$ cat src/rtl/pe_noc_endpoint.sv
// NoC processing-element endpoint: buffers incoming flits, adds 1 to every 32-bit payload lane, returns result to the scheduler.
// Optional macro PE_DEST_CHECK_EN: drop and count flits not addressed to (MY_X, MY_Y).
`ifndef PE_X_SIZE
`define PE_X_SIZE 4
`endif
`ifndef PE_Y_SIZE
`define PE_Y_SIZE 4
`endif
`ifndef PE_PCK_NUM
`define PE_PCK_NUM 8
`endif

module pe_noc_endpoint #(
    parameter int unsigned DATA_W         = 256,
    parameter int unsigned X_SIZE         = `PE_X_SIZE,
    parameter int unsigned Y_SIZE         = `PE_Y_SIZE,
    parameter int unsigned PCK_NUM        = `PE_PCK_NUM,
    parameter int unsigned MY_X           = 0,
    parameter int unsigned MY_Y           = 1,
    parameter int unsigned SCHED_X        = 0,
    parameter int unsigned SCHED_Y        = 0,
    parameter int unsigned FIFO_DEPTH     = 4,
    parameter int unsigned COMPUTE_CYCLES = 4
) (
    input  logic                                      clk,
    input  logic                                      rst_n,
    input  logic                                      i_valid,
    input  logic [DATA_W+PCK_NUM+Y_SIZE+X_SIZE-1:0]   i_data,
    output logic                                      o_ready,
    output logic                                      o_valid,
    output logic [DATA_W+PCK_NUM+Y_SIZE+X_SIZE-1:0]   o_data,
    input  logic                                      i_ready,
    output logic                                      o_busy,
    output logic [7:0]                                o_drop_cnt
);

    localparam int unsigned TW    = DATA_W + PCK_NUM + Y_SIZE + X_SIZE;
    localparam int unsigned EW    = DATA_W + PCK_NUM;
    localparam int unsigned AW    = $clog2(FIFO_DEPTH);
    localparam int unsigned CW    = AW + 1;
    localparam int unsigned KW    = (COMPUTE_CYCLES > 1) ? $clog2(COMPUTE_CYCLES) : 1;
    localparam int unsigned LANES = DATA_W / 32;

    typedef enum logic [1:0] {IDLE, LOAD, COMPUTE, SEND} state_e;

    state_e             state_q, state_d;
    logic [EW-1:0]      mem_q [FIFO_DEPTH];
    logic [AW-1:0]      wr_ptr_q, rd_ptr_q;
    logic [CW-1:0]      count_q, count_d;
    logic               ready_q, busy_q;
    logic               valid_q, valid_d;
    logic [TW-1:0]      data_q, data_d;
    logic [KW-1:0]      cyc_q, cyc_d;
    logic [DATA_W-1:0]  pay_q, pay_d, result_c;
    logic [PCK_NUM-1:0] pck_q, pck_d;
    logic [7:0]         drop_q;
    logic               accept_c, push_c, pop_c;

    assign accept_c = i_valid && ready_q;

`ifdef PE_DEST_CHECK_EN
    logic dest_ok_c;
    assign dest_ok_c = (i_data[Y_SIZE+X_SIZE-1:0] == {Y_SIZE'(MY_Y), X_SIZE'(MY_X)});
    assign push_c    = accept_c && dest_ok_c;

    // Misaddressed flits are consumed but only counted, saturating at 255
    always_ff @(posedge clk or negedge rst_n) begin
        if (!rst_n) begin
            drop_q <= 8'd0;
        end else if (accept_c && !dest_ok_c && (drop_q != 8'hFF)) begin
            drop_q <= drop_q + 8'd1;
        end
    end
`else
    logic unused_dest;
    assign unused_dest = ^{i_data[Y_SIZE+X_SIZE-1:0], Y_SIZE'(MY_Y), X_SIZE'(MY_X)};
    assign push_c      = accept_c;
    assign drop_q      = 8'd0;
`endif

    always_comb begin
        count_d = count_q;
        if (push_c && !pop_c) begin
            count_d = count_q + CW'(1);
        end else if (pop_c && !push_c) begin
            count_d = count_q - CW'(1);
        end
    end

    // FIFO control; ready and busy are registered views of the post-edge state
    always_ff @(posedge clk or negedge rst_n) begin
        if (!rst_n) begin
            wr_ptr_q <= '0;
            rd_ptr_q <= '0;
            count_q  <= '0;
            ready_q  <= 1'b0;
            busy_q   <= 1'b0;
        end else begin
            if (push_c) wr_ptr_q <= wr_ptr_q + AW'(1);
            if (pop_c)  rd_ptr_q <= rd_ptr_q + AW'(1);
            count_q <= count_d;
            ready_q <= (count_d != CW'(FIFO_DEPTH));
            busy_q  <= (state_d != IDLE) || (count_d != '0);
        end
    end

    always_ff @(posedge clk) begin
        if (push_c) mem_q[wr_ptr_q] <= i_data[TW-1:Y_SIZE+X_SIZE];
    end

    // Per-lane increment, no carry between lanes
    always_comb begin
        result_c = '0;
        for (int i = 0; i < int'(LANES); i++) begin
            result_c[i*32 +: 32] = pay_q[i*32 +: 32] + 32'd1;
        end
    end

    always_comb begin
        state_d = state_q;
        cyc_d   = cyc_q;
        pay_d   = pay_q;
        pck_d   = pck_q;
        valid_d = valid_q;
        data_d  = data_q;
        pop_c   = 1'b0;
        unique case (state_q)
            IDLE: begin
                if (count_q != '0) state_d = LOAD;
            end
            LOAD: begin
                pop_c          = 1'b1;
                {pay_d, pck_d} = mem_q[rd_ptr_q];
                cyc_d          = KW'(COMPUTE_CYCLES - 1);
                state_d        = COMPUTE;
            end
            COMPUTE: begin
                if (cyc_q == '0) begin
                    state_d = SEND;
                    valid_d = 1'b1;
                    data_d  = {result_c, pck_q, Y_SIZE'(SCHED_Y), X_SIZE'(SCHED_X)};
                end else begin
                    cyc_d = cyc_q - KW'(1);
                end
            end
            SEND: begin
                if (i_ready) begin
                    valid_d = 1'b0;
                    data_d  = '0;
                    state_d = (count_q != '0) ? LOAD : IDLE;
                end
            end
            default: state_d = IDLE;
        endcase
    end

    always_ff @(posedge clk or negedge rst_n) begin
        if (!rst_n) begin
            state_q <= IDLE;
            cyc_q   <= '0;
            pay_q   <= '0;
            pck_q   <= '0;
            valid_q <= 1'b0;
            data_q  <= '0;
        end else begin
            state_q <= state_d;
            cyc_q   <= cyc_d;
            pay_q   <= pay_d;
            pck_q   <= pck_d;
            valid_q <= valid_d;
            data_q  <= data_d;
        end
    end

    assign o_ready    = ready_q;
    assign o_valid    = valid_q;
    assign o_data     = data_q;
    assign o_busy     = busy_q;
    assign o_drop_cnt = drop_q;

endmodule

$ cat config.mk
export PLATFORM = sky130hd
export DESIGN_NAME = pe_noc_endpoint
export DESIGN_NICKNAME = d
export VERILOG_FILES = /design/src/rtl/pe_noc_endpoint.sv
export SDC_FILE = /design/constraint.sdc
export NUM_CORES = 2
export LEC_CHECK = 0
export CORE_ASPECT_RATIO = 1.25
export CORE_MARGIN = 2
export CORE_UTILIZATION = 45
export CTS_CLUSTER_SIZE = 40
export DETAILED_ROUTE_END_ITERATION = 6
export GPL_TIMING_DRIVEN = 1
export PLACE_DENSITY_LB_ADDON = 0.25
export SLEW_MARGIN = 25
export SYNTH_ARGS = -nofsm -noshare
export SYNTH_HDL_FRONTEND = slang
export SYNTH_SLANG_ARGS = --single-unit
$ cat constraint.sdc
create_clock -name clk -period 22.6 [get_ports clk]
set_clock_uncertainty 0.2 [all_clocks]
set_input_delay 2.26 -clock clk [delete_from_list [all_inputs] [get_ports clk]]
set_output_delay 2.26 -clock clk [all_outputs]
set_load 0.05 [all_outputs]
==> impl_metrics.tcl <==
set metrics [dict create \
    finalHoldViolations 0 \
    grt_pass1_wl_um 228000 \
    synthTopCellsByCount "nand2_1 (1084), edfxtp_1 (1056), dfrtp_1 (542)" \
    rsz0062_at_grt "false" \
    tightest_slew_ns 1.02 \
    htree_levels 4 \
    fin_ws_ns 17.76 \
    drt-initial-drc-count 2458 \
    criticalPathCategory "in -> reg" \
    max_slew_margin 0.323 \
    grt_max_degree 152 \
    fmaxAchievable_mhz 207 \
    fp-row-count 152 \
    max-vdd-ir-drop_uv 159 \
    fin_setup_tns_ns 0 \
    slowest_stage "buf_4" \
    powerDensity_nw_per_um2 137 \
    reg2reg_depth 8 \
    cp.required_ns 23.12 \
    cts.sinks 1598 \
    cp_max_fo 82 \
    io_pins 559 \
    synthesis.area_sq_um 62600 \
    r2r-end "o_data[179]" \
    synth_cells 4121 \
    synth_top_area_frac 0.507 \
    netlist_top_cells_area "edfxtp_1 (51%), dfrtp_1 (22%), mux4_2 (9.5%)" \
    drc_errors 0 \
    max_stage_delay_ns 0.83 \
    layout-drive-gt1-share 0.119 \
    crit_path_frequent_cell "buf_4" \
    grt_pass1_vias 36300 \
    finalCritPeriodShare 0.214 \
    grt_usage 0.216 \
    dp_slack_ns 16.86 \
    antenna_found_initial 51 \
    startpoint_type "input port" \
    fillers 11200 \
    core_sq_um 138000 \
    final_max_slew_viol_count 0 \
    report.final.setup_viol 0 \
    gp_congestion 0.826 \
    async_reset_ff_frac 0.339 \
    leakage_nw 27.6 \
    final_util 0.546 \
    crit_chain "clkdlybuf4s50_1 -> nand2_1 -> o21ai_0 -> nand2_4 -> buf_4 -> buf_4 -> a22o_1" \
    hold_depth 2 \
    crit_path_end_kind "flip-flop" \
    wire_per_inst_um 22.9 \
    dieArea_sq_um 142000 \
    synth_warnings 0 \
    post_cts_buffers 0 \
    num-nets-final 4951 \
    cp_num_buf_inv 3 \
    grt-ovfl-total 0 \
    reg2reg_slack_ns 18.97 \
    run_status "completed" \
    cts_tree "yes" \
    hp-start "o_data[252]" \
    synth.most_common_cell "nand2_1" \
    clk_pin_slew_worst_paths_ns 0.06 \
    start_util 0.454 \
    cts_root_buf "clkbuf_16" \
    hpwl_um 94300 \
    die_w_um 337 \
    syn_avg_cell_area_sq_um 15.2 \
    first_pass_iters 5 \
    clock_latency_ns 0.81 \
    synth_cell_type_count 53 \
    wl_um 152000 \
    ant_nets 0 \
    ys_ff_latch 1598 \
    holdCritPathClass "reg -> reg" \
    hold_path_end "o_data[252]" \
    vias_per_cell 5.35 \
    yosysSeqAreaShare 0.724 \
    synth_ff_type "edfxtp_1" \
    vias 35600 \
    synth_area_leader_cell "edfxtp_1" \
    maxCapViolCount 0 \
    portBuffers 534 \
    cts_resized 0 \
    area_growth_pct 20.2 \
    r2r_start "cyc_q[0]" \
    synth-edff-count 1056 \
    postCtsHoldBufs 0 \
    period_needed_ns 4.84 \
    crit_family "buffers and inverters" \
    cts_inserted_buffers 156 \
    clk_path_buf_depth 3 \
    worstPathArrival_ns 5.37 \
    chipHeight_um 421 \
]
## sequential cells by signal, summed over array words and instances (netlist names)
signal	count
o_busy	1
pay_q	256
state_q	2
pck_q	8
mem_q	1056
cyc_q	2
rd_ptr_q	2
count_q	3
o_data	264
o_ready	1
o_valid	1
wr_ptr_q	2
## where the power goes
part / internal (mW) / switching [mW]
combinational: 1.21 / 2.00
clock: 1.51 / 1.13
sequential: 3.94 / 0.532
total: 6.65 / 3.66
## cell usage in the layout (no fill, tap or decap), drive strengths merged, types with 91 or more instances in the layout
| master | instances |
|---|---|
| clkbuf | 232 |
| clkdlybuf4s50 | 533 |
| dfrtp | 542 |
| edfxtp | 1056 |
| mux4 | 264 |
| nand2 | 1084 |
| nand4 | 92 |
| o21ai | 262 |
| xnor2 | 91 |
| xor2 | 152 |
## how the worst max path moves through the flow
stage | from | to | depth (start not counted)
after floorplan | i_valid | mem_q[0][0] | 1
after global placement | i_ready | o_data[179] | 7
after global routing | i_ready | o_data[144] | 8
after CTS | i_ready | o_data[249] | 8
final | i_ready | o_data[179] | 7
after detailed placement | i_ready | o_data[177] | 7
## through the flow
step	hold slack (ns)	power, mW	cell area, sq um	instances
6_report	0.274	10.3	75200	6657
5_1_grt	0.295	10.9	75200	6649
4_1_cts	0.277	10.4	75100	6641
3_5_place_dp	0.264	7.78	69800	6347
3_3_place_gp	0.262	7.73	69800	6347
2_1_floorplan	0.247	6.69	62600	4136
## worst min-delay path, stage by stage (launching register included)
cell and delay (ns):
dfrtp_1 0.34, nand2_1 0.04, o21ai_0 0.06
## cell families after synthesis
logic type | count (synthesis) | synth area share
flops | 1598 | 0.724
simple gates | 1463 | 0.102
compound gates | 295 | 0.0254
mux | 265 | 0.0952
xor+xnor | 243 | 0.0340
buf+inv | 240 | 0.0162
fa+ha+maj | 16 | 0.00320
other cells | 1 | 0.0000599
## layout make-up
cell class	instances	area (sq um)	share of cell area
Clock buffer	232	4450	0.0592
Timing Repair Buffer	577	5820	0.0775
Sequential cell	1598	45300	0.602
Multi-Input combinational cell	2298	16400	0.218
Antenna cell	14	35.0	0.000466
Inverter	28	105	0.00140
Clock inverter	62	796	0.0106
Tap cell	1848	2310	0.0307
## layer usage
layer  vias up  share of wire  global-route usage  routed length (um)
met1     18300           0.41               0.280               62500
met5         -         0.0021                   0                 318
met3       248          0.073              0.0587               11100
met2       866           0.50               0.359               75400
met4        54          0.020              0.0602                3000
li1      16100              -                   -                   -
Power figures use the tool's default switching activity.
